File: config.mk
export PLATFORM = sky130hd
export DESIGN_NAME = idct4_row_pipe
export DESIGN_NICKNAME = d
export VERILOG_FILES = /design/src/rtl/idct_pkg.sv /design/src/rtl/idct_round_sat.sv /design/src/rtl/idct4_row_pipe.sv
export SDC_FILE = /design/constraint.sdc
export NUM_CORES = 2
export LEC_CHECK = 0
export BUFFER_PORTS_ARGS = -buffer_cell sky130_fd_sc_hd__buf_2
export CELL_PAD_IN_SITES_DETAIL_PLACEMENT = 1
export CELL_PAD_IN_SITES_GLOBAL_PLACEMENT = 2
export CORE_ASPECT_RATIO = 0.8
export CORE_MARGIN = 2
export CORE_UTILIZATION = 36
export DETAILED_ROUTE_END_ITERATION = 8
export MAX_ROUTING_LAYER = met4
export PLACE_DENSITY = 0.89
export SYNTH_ARGS = -nofsm -noshare
export SYNTH_HDL_FRONTEND = slang
export SYNTH_SLANG_ARGS = --single-unit
File: constraint.sdc
create_clock -name clk -period 8.95 [get_ports clk]
set_input_delay 0.4475 -clock clk [delete_from_list [all_inputs] [get_ports clk]]
set_output_delay 0.4475 -clock clk [all_outputs]
set_load 0.005 [all_outputs]
File: src/rtl/idct_pkg.sv
// idct_pkg: shared constants and helpers for the 4-point HEVC inverse DCT row.
//   C64/C83/C36 : transform coefficients (realised as shift-add in the datapath)
//   acc_w()     : accumulator width for a given input width
//   sat_clip()  : signed clip of a wide value to an out_w-bit range + clip flag
package idct_pkg;

    localparam int C64 = 64;   // 1 << 6
    localparam int C83 = 83;   // 64 + 16 + 2 + 1
    localparam int C36 = 36;   // 32 + 4

    // Wide enough to carry any rounded accumulator value into the clipper.
    localparam int SAT_W = 64;

    typedef struct packed {
        logic signed [SAT_W-1:0] val;
        logic                    clip;
    } sat_t;

    // 64*(s0+s2) + 83*s1 + 36*s3 grows by at most 8 bits over the inputs.
    function automatic int acc_w(input int in_w);
        return in_w + 8;
    endfunction

    function automatic sat_t sat_clip(input logic signed [SAT_W-1:0] v,
                                      input int out_w);
        logic signed [SAT_W-1:0] hi;
        logic signed [SAT_W-1:0] lo;
        sat_t r;
        hi = (64'sd1 <<< (out_w - 1)) - 64'sd1;
        lo = -hi - 64'sd1;
        r.val  = v;
        r.clip = 1'b0;
        if (v > hi) begin
            r.val  = hi;
            r.clip = 1'b1;
        end else if (v < lo) begin
            r.val  = lo;
            r.clip = 1'b1;
        end
        return r;
    endfunction

endpackage

File: src/rtl/idct_round_sat.sv
// idct_round_sat: combinational round / arithmetic shift / clip of one lane.
//   y_in  : ACC_W-bit signed butterfly result
//   sel   : 0 -> shift by SHIFT_A, 1 -> shift by SHIFT_B
//   y_out : OUT_W-bit signed clipped result
//   clip  : high when y_out was clipped
module idct_round_sat
    import idct_pkg::*;
#(
    parameter int ACC_W   = 33,
    parameter int OUT_W   = 16,
    parameter int SHIFT_A = 7,
    parameter int SHIFT_B = 12
) (
    input  logic [ACC_W-1:0] y_in,
    input  logic             sel,
    output logic [OUT_W-1:0] y_out,
    output logic             clip
);

    // One guard bit so the rounding add can never wrap.
    logic signed [ACC_W:0]   ye;
    logic signed [ACC_W:0]   rnd;
    logic signed [ACC_W:0]   r;
    logic signed [SAT_W-1:0] r_ext;
    logic [SAT_W-1:OUT_W]    unused_hi;
    sat_t                    s;
    int                      sh;

    always_comb begin
        sh  = sel ? SHIFT_B : SHIFT_A;
        ye  = {y_in[ACC_W-1], y_in};
        rnd = '0;
        // Zero shift means pass-through: no half-LSB rounding term.
        if (sh != 0) rnd = (ACC_W+1)'(1) << (sh - 1);
        r     = (ye + rnd) >>> sh;
        r_ext = {{(SAT_W-ACC_W-1){r[ACC_W]}}, r};
        s     = sat_clip(r_ext, OUT_W);
        y_out = s.val[OUT_W-1:0];
        clip  = s.clip;
        unused_hi = s.val[SAT_W-1:OUT_W];
    end

endmodule

File: src/rtl/idct4_row_pipe.sv
// idct4_row_pipe: 3-stage pipelined HEVC 4-point inverse DCT (all four outputs
// per beat) with run-time selectable rounding shift and output saturation.
//   clk, reset          : clock, async active-high reset
//   in_valid / in_ready : input handshake; shift_sel and d_in_* ride with the beat
//   d_in_1..d_in_4      : signed coefficients s0..s3 (IN_W)
//   out_valid/out_ready : output handshake
//   y_out_1..y_out_4    : signed results y0..y3 (OUT_W)
//   sat_flag            : any lane of this beat was clipped
module idct4_row_pipe
    import idct_pkg::*;
#(
    parameter int IN_W    = 25,
    parameter int OUT_W   = 16,
    parameter int SHIFT_A = 7,
    parameter int SHIFT_B = 12
) (
    input  logic             clk,
    input  logic             reset,
    input  logic             in_valid,
    output logic             in_ready,
    input  logic             shift_sel,
    input  logic [IN_W-1:0]  d_in_1,
    input  logic [IN_W-1:0]  d_in_2,
    input  logic [IN_W-1:0]  d_in_3,
    input  logic [IN_W-1:0]  d_in_4,
    output logic             out_valid,
    input  logic             out_ready,
    output logic [OUT_W-1:0] y_out_1,
    output logic [OUT_W-1:0] y_out_2,
    output logic [OUT_W-1:0] y_out_3,
    output logic [OUT_W-1:0] y_out_4,
    output logic             sat_flag
);

    localparam int ACC_W  = acc_w(IN_W);
    localparam int NL     = 4;
    localparam int STAGES = 3;
    localparam int E_SH   = $clog2(C64);

    // 83x = 64x + 16x + 2x + x
    function automatic logic signed [ACC_W-1:0] mul83(input logic signed [ACC_W-1:0] x);
        return (x <<< 6) + (x <<< 4) + (x <<< 1) + x;
    endfunction

    // 36x = 32x + 4x
    function automatic logic signed [ACC_W-1:0] mul36(input logic signed [ACC_W-1:0] x);
        return (x <<< 5) + (x <<< 2);
    endfunction

    logic en;
    logic [STAGES:1] vld_pipe;

    logic signed [ACC_W-1:0] s0, s1, s2, s3;
    logic signed [ACC_W-1:0] e0_c, e1_c, o0_c, o1_c;
    logic signed [ACC_W-1:0] e0_r, e1_r, o0_r, o1_r;
    logic                    sel1, sel2;

    logic [NL-1:0][ACC_W-1:0] y_c;
    logic [NL-1:0][ACC_W-1:0] y_r;
    logic [NL-1:0][OUT_W-1:0] rs_y;
    logic [NL-1:0]            rs_clip;
    logic [NL-1:0][OUT_W-1:0] y_q;
    logic                     sat_q;

    // Whole pipe moves in lock-step; it only freezes when the output is held.
    assign en        = !out_valid || out_ready;
    assign in_ready  = en;
    assign out_valid = vld_pipe[STAGES];

    assign s0 = {{(ACC_W-IN_W){d_in_1[IN_W-1]}}, d_in_1};
    assign s1 = {{(ACC_W-IN_W){d_in_2[IN_W-1]}}, d_in_2};
    assign s2 = {{(ACC_W-IN_W){d_in_3[IN_W-1]}}, d_in_3};
    assign s3 = {{(ACC_W-IN_W){d_in_4[IN_W-1]}}, d_in_4};

    // Even/odd butterfly terms.
    assign e0_c = (s0 + s2) <<< E_SH;
    assign e1_c = (s0 - s2) <<< E_SH;
    assign o0_c = mul83(s1) + mul36(s3);
    assign o1_c = mul36(s1) - mul83(s3);

    assign y_c[0] = e0_r + o0_r;
    assign y_c[1] = e1_r + o1_r;
    assign y_c[2] = e1_r - o1_r;
    assign y_c[3] = e0_r - o0_r;

    for (genvar i = 0; i < NL; i++) begin : g_lane
        idct_round_sat #(
            .ACC_W  (ACC_W),
            .OUT_W  (OUT_W),
            .SHIFT_A(SHIFT_A),
            .SHIFT_B(SHIFT_B)
        ) u_rs (
            .y_in (y_r[i]),
            .sel  (sel2),
            .y_out(rs_y[i]),
            .clip (rs_clip[i])
        );
    end

    // Data registers load only behind a valid beat so the output holds the
    // last real result through bubbles.
    always_ff @(posedge clk or posedge reset) begin
        if (reset) begin
            vld_pipe <= '0;
            e0_r     <= '0;
            e1_r     <= '0;
            o0_r     <= '0;
            o1_r     <= '0;
            sel1     <= 1'b0;
            y_r      <= '0;
            sel2     <= 1'b0;
            y_q      <= '0;
            sat_q    <= 1'b0;
        end else if (en) begin
            vld_pipe <= {vld_pipe[STAGES-1:1], in_valid};
            if (in_valid) begin
                e0_r <= e0_c;
                e1_r <= e1_c;
                o0_r <= o0_c;
                o1_r <= o1_c;
                sel1 <= shift_sel;
            end
            if (vld_pipe[1]) begin
                y_r  <= y_c;
                sel2 <= sel1;
            end
            if (vld_pipe[2]) begin
                y_q   <= rs_y;
                sat_q <= |rs_clip;
            end
        end
    end

    assign y_out_1  = y_q[0];
    assign y_out_2  = y_q[1];
    assign y_out_3  = y_q[2];
    assign y_out_4  = y_q[3];
    assign sat_flag = sat_q;

endmodule

==> out/summary.txt <==
Worst-path clk slew -> 60 ps
post-synthesis cell type count -> 88
post-synthesis async set-or-reset flop share -> 100.0%
Final Cycle Share -> 56.05%
CTS H-tree lvls -> 2
Hold WC Path Type -> in2async
Layout Nets -> 3869
r2r setup slk -> 4280 ps
layout cells sized above 1 -> 8.824%
cell leakage power -> 0.01403 uW
router iterations before antenna repair -> 5
Post-synth EDFFs -> 0
Post-Synthesis Cells -> 3225
minimum clock period -> 5017 ps
Post-Syn Area -> 28300 um2
GRT overflow -> 0
setup TNS -> 0 ps
drt total wl -> 88120 um
peak supply drop -> 0.1477 mV
CTS tree -> done
post-synth top area cell -> dfrtp_1
Fillers -> 9159
die width -> 317.5 um
# rows -> 91
Root Buffer -> clkbuf_16
worst setup margin -> 3933 ps
pre-CTS WS -> 3498 ps
max-slew violation count -> 0
Yosys reg bits -> 295
GP Congestion -> 0.8845
met1 Usage GRT -> 30.90%
Yosys top cell area share -> 26.09%
DIE HEIGHT -> 254.8 um
vias in the first global route -> 24490
DRT antenna net count -> 0
RSZ-0062 raised after global routing -> false
Most Crowded Layer GR -> met2
DIE AREA -> 80880 um2
Worst Setup Start Kind -> primary input
Most used DFF post-synth -> dfrtp_1
Hold WS -> -4.277 ps
hpwl dp -> 72340 um
Worst-Skew Late Latency -> 550 ps
Worst Tran Pin Value -> 1198 ps
Avg Cell Area, Syn -> 8.774 um2
worst-path fanout max -> 6
CTS Buf Count -> 35
met3 usage -> 2.541%
Hold Buf Count CTS -> 0
cts repair resizes -> 0
Avg WL per Cell -> 20.18 um
vias -> 23530
Crit. End Element -> flip-flop
first-pass GRT wire length -> 139200 um
Vias per Instance -> 5.389
IO Port Bufs -> 171
antenna violations before repair -> 3
post-CTS setup buffer count -> 0
CTS Sinks -> 295
Max Fclk -> 199.3 MHz
sequential share of the synthesized area -> 26.09%
met2 usage -> 35.13%
WS Path Type -> in2reg
synth top area cells -> dfrtp_1 (26%), fa_1 (14%), ha_1 (11%)
Boundary Pins -> 172
DR iter-0 viols -> 1302
Synth-to-Final Area Change -> 10.58%
worst rel slew slack -> 19.68%
violations in the final reports -> negative hold slack
outcome -> complete, but fails checks
Tot Pwr -> 11510 uW
total power per unit cell area -> 367.8 nW/um2
Setup-failing EPs final -> 0
RR Startpoint -> sel2$_DFFE_PP0P_
largest net degree at the start of global routing -> 158
initial core utilization -> 36.55%
drc violations -> 0
GRT Overall Usage -> 22.38%
Req. time, crit path -> 9420 ps
max_cap viols -> 0
RR Endpoint -> sat_flag$_DFFE_PP0P_
worst reg2reg path depth -> 11
worst-case clock buffer depth -> 3
WP data arrival -> 5490 ps
Ys Warns -> 0
Clock Skew -> 21.20 ps
final hold violation count -> 8
Core Area -> 77420 um2
Net Count, Synth -> 3775
==> routing by layer <==
layer / wire [um] / vias to the layer above
met1: 42670 / 11780
li1: - / 11250
met5: 0 / -
met4: 2044 / 0
met3: 3253 / 99
met2: 40160 / 405
==> flip-flops by register name (all words and copies together), names as in the netlist <==
| register | count |
|---|---|
| y_r | 108 |
| o0_r | 33 |
| o1_r | 33 |
| e1_r | 26 |
| e0_r | 25 |
| y_out_1 | 16 |
| y_out_2 | 16 |
| y_out_3 | 16 |
| y_out_4 | 16 |
| vld_pipe | 3 |
| sat_flag | 1 |
| sel1 | 1 |
| sel2 | 1 |
==> logic make-up (layout without fill, tap and decap cells) <==
logic type | after synthesis | count (layout) | synth area share [%]
AO/OA/AOI/OAI | 840 | 840 | 18.24
multiplexers | 30 | 30 | 1.083
adder cells (fa/ha/maj) | 445 | 445 | 24.82
other | 0 | 1 | 0
XOR/XNOR | 263 | 263 | 8.140
flip-flops | 295 | 295 | 26.09
buffers and inverters | 416 | 534 | 5.620
AND/OR/NAND/NOR | 936 | 936 | 16.01
==> per-stage QoR <==
step / utilization, % / std cells / cell area [um2]
after floorplan: - / 3225 / 28300
after global placement: 38.85 / 4305 / 30080
after detailed placement: 38.85 / 4305 / 30080
after CTS: 40.41 / 4366 / 31290
after global routing: 40.41 / 4367 / 31290
final: 40.41 / 4367 / 31290
==> placed cells by master (no fill, tap or decap), drive strengths merged, types with 46 or more instances in the layout <==
cell and n:
a21oi 189, xor2 87, ha 251, inv 289
o21ai 321, buf 186, a31oi 46, xnor2 176
nand2 374, nor2 178, dfrtp 295, nor3 73
fa 194, clkbuf 47, nand3 57
==> layout make-up <==
type,instances,area (um2),share of cell area [%]
repair buffers,186,980.9,3.135
diodes,1,2.502,0.007997
well taps,1023,1280,4.091
multi-input cells,2514,19350,61.84
clock buffers,47,1001,3.199
inverters,287,1085,3.467
clock inverters,14,209.0,0.6678
flip-flops and latches,295,7383,23.60
==> cells in the mapped netlist, drive strengths merged, types with 36 or more instances <==
cell    instances
nor2b          36
nand2         374
xnor2         176
inv           287
ha            251
nand3          57
clkbuf        112
nor3           73
fa            194
nor2          178
o21ai         321
dfrtp         295
o21bai         38
a31oi          46
a21oi         189
xor2           87
==> report_power, final <==
group | switching [uW] | total, uW | internal (uW)
clock network | 610 | 1540 | 931
logic | 4380 | 7210 | 2840
registers | 804 | 2750 | 1950
==> worst max-delay path by stage <==
stage / slack, ps / start / cells after the start / end
after detailed placement: 3500 / d_in_2[2] / 15 / o0_r[32]$_DFFE_PP0P_
final: 3930 / d_in_2[2] / 15 / o0_r[32]$_DFFE_PP0P_
after global placement: 3630 / d_in_2[2] / 15 / o0_r[32]$_DFFE_PP0P_
after CTS: 4020 / d_in_2[2] / 15 / o0_r[32]$_DFFE_PP0P_
after global routing: 3680 / d_in_2[2] / 15 / o0_r[32]$_DFFE_PP0P_
after floorplan: 360 / reset / 1 / e0_r[10]$_DFFE_PP0P_
==> critical path, cell delays in order <==
cell	delay [ps]
buf_2	240
fa_1	490
fa_1	520
fa_1	490
ha_1	360
a21oi_1	80
nor2b_1	260
a21o_1	210
o31ai_1	160
o21ai_1	400
a41oi_1	300
a2111oi_0	700
and3b_1	270
or4_1	470
nand3_1	90
Note: power is estimated with default switching activity, not from simulation.
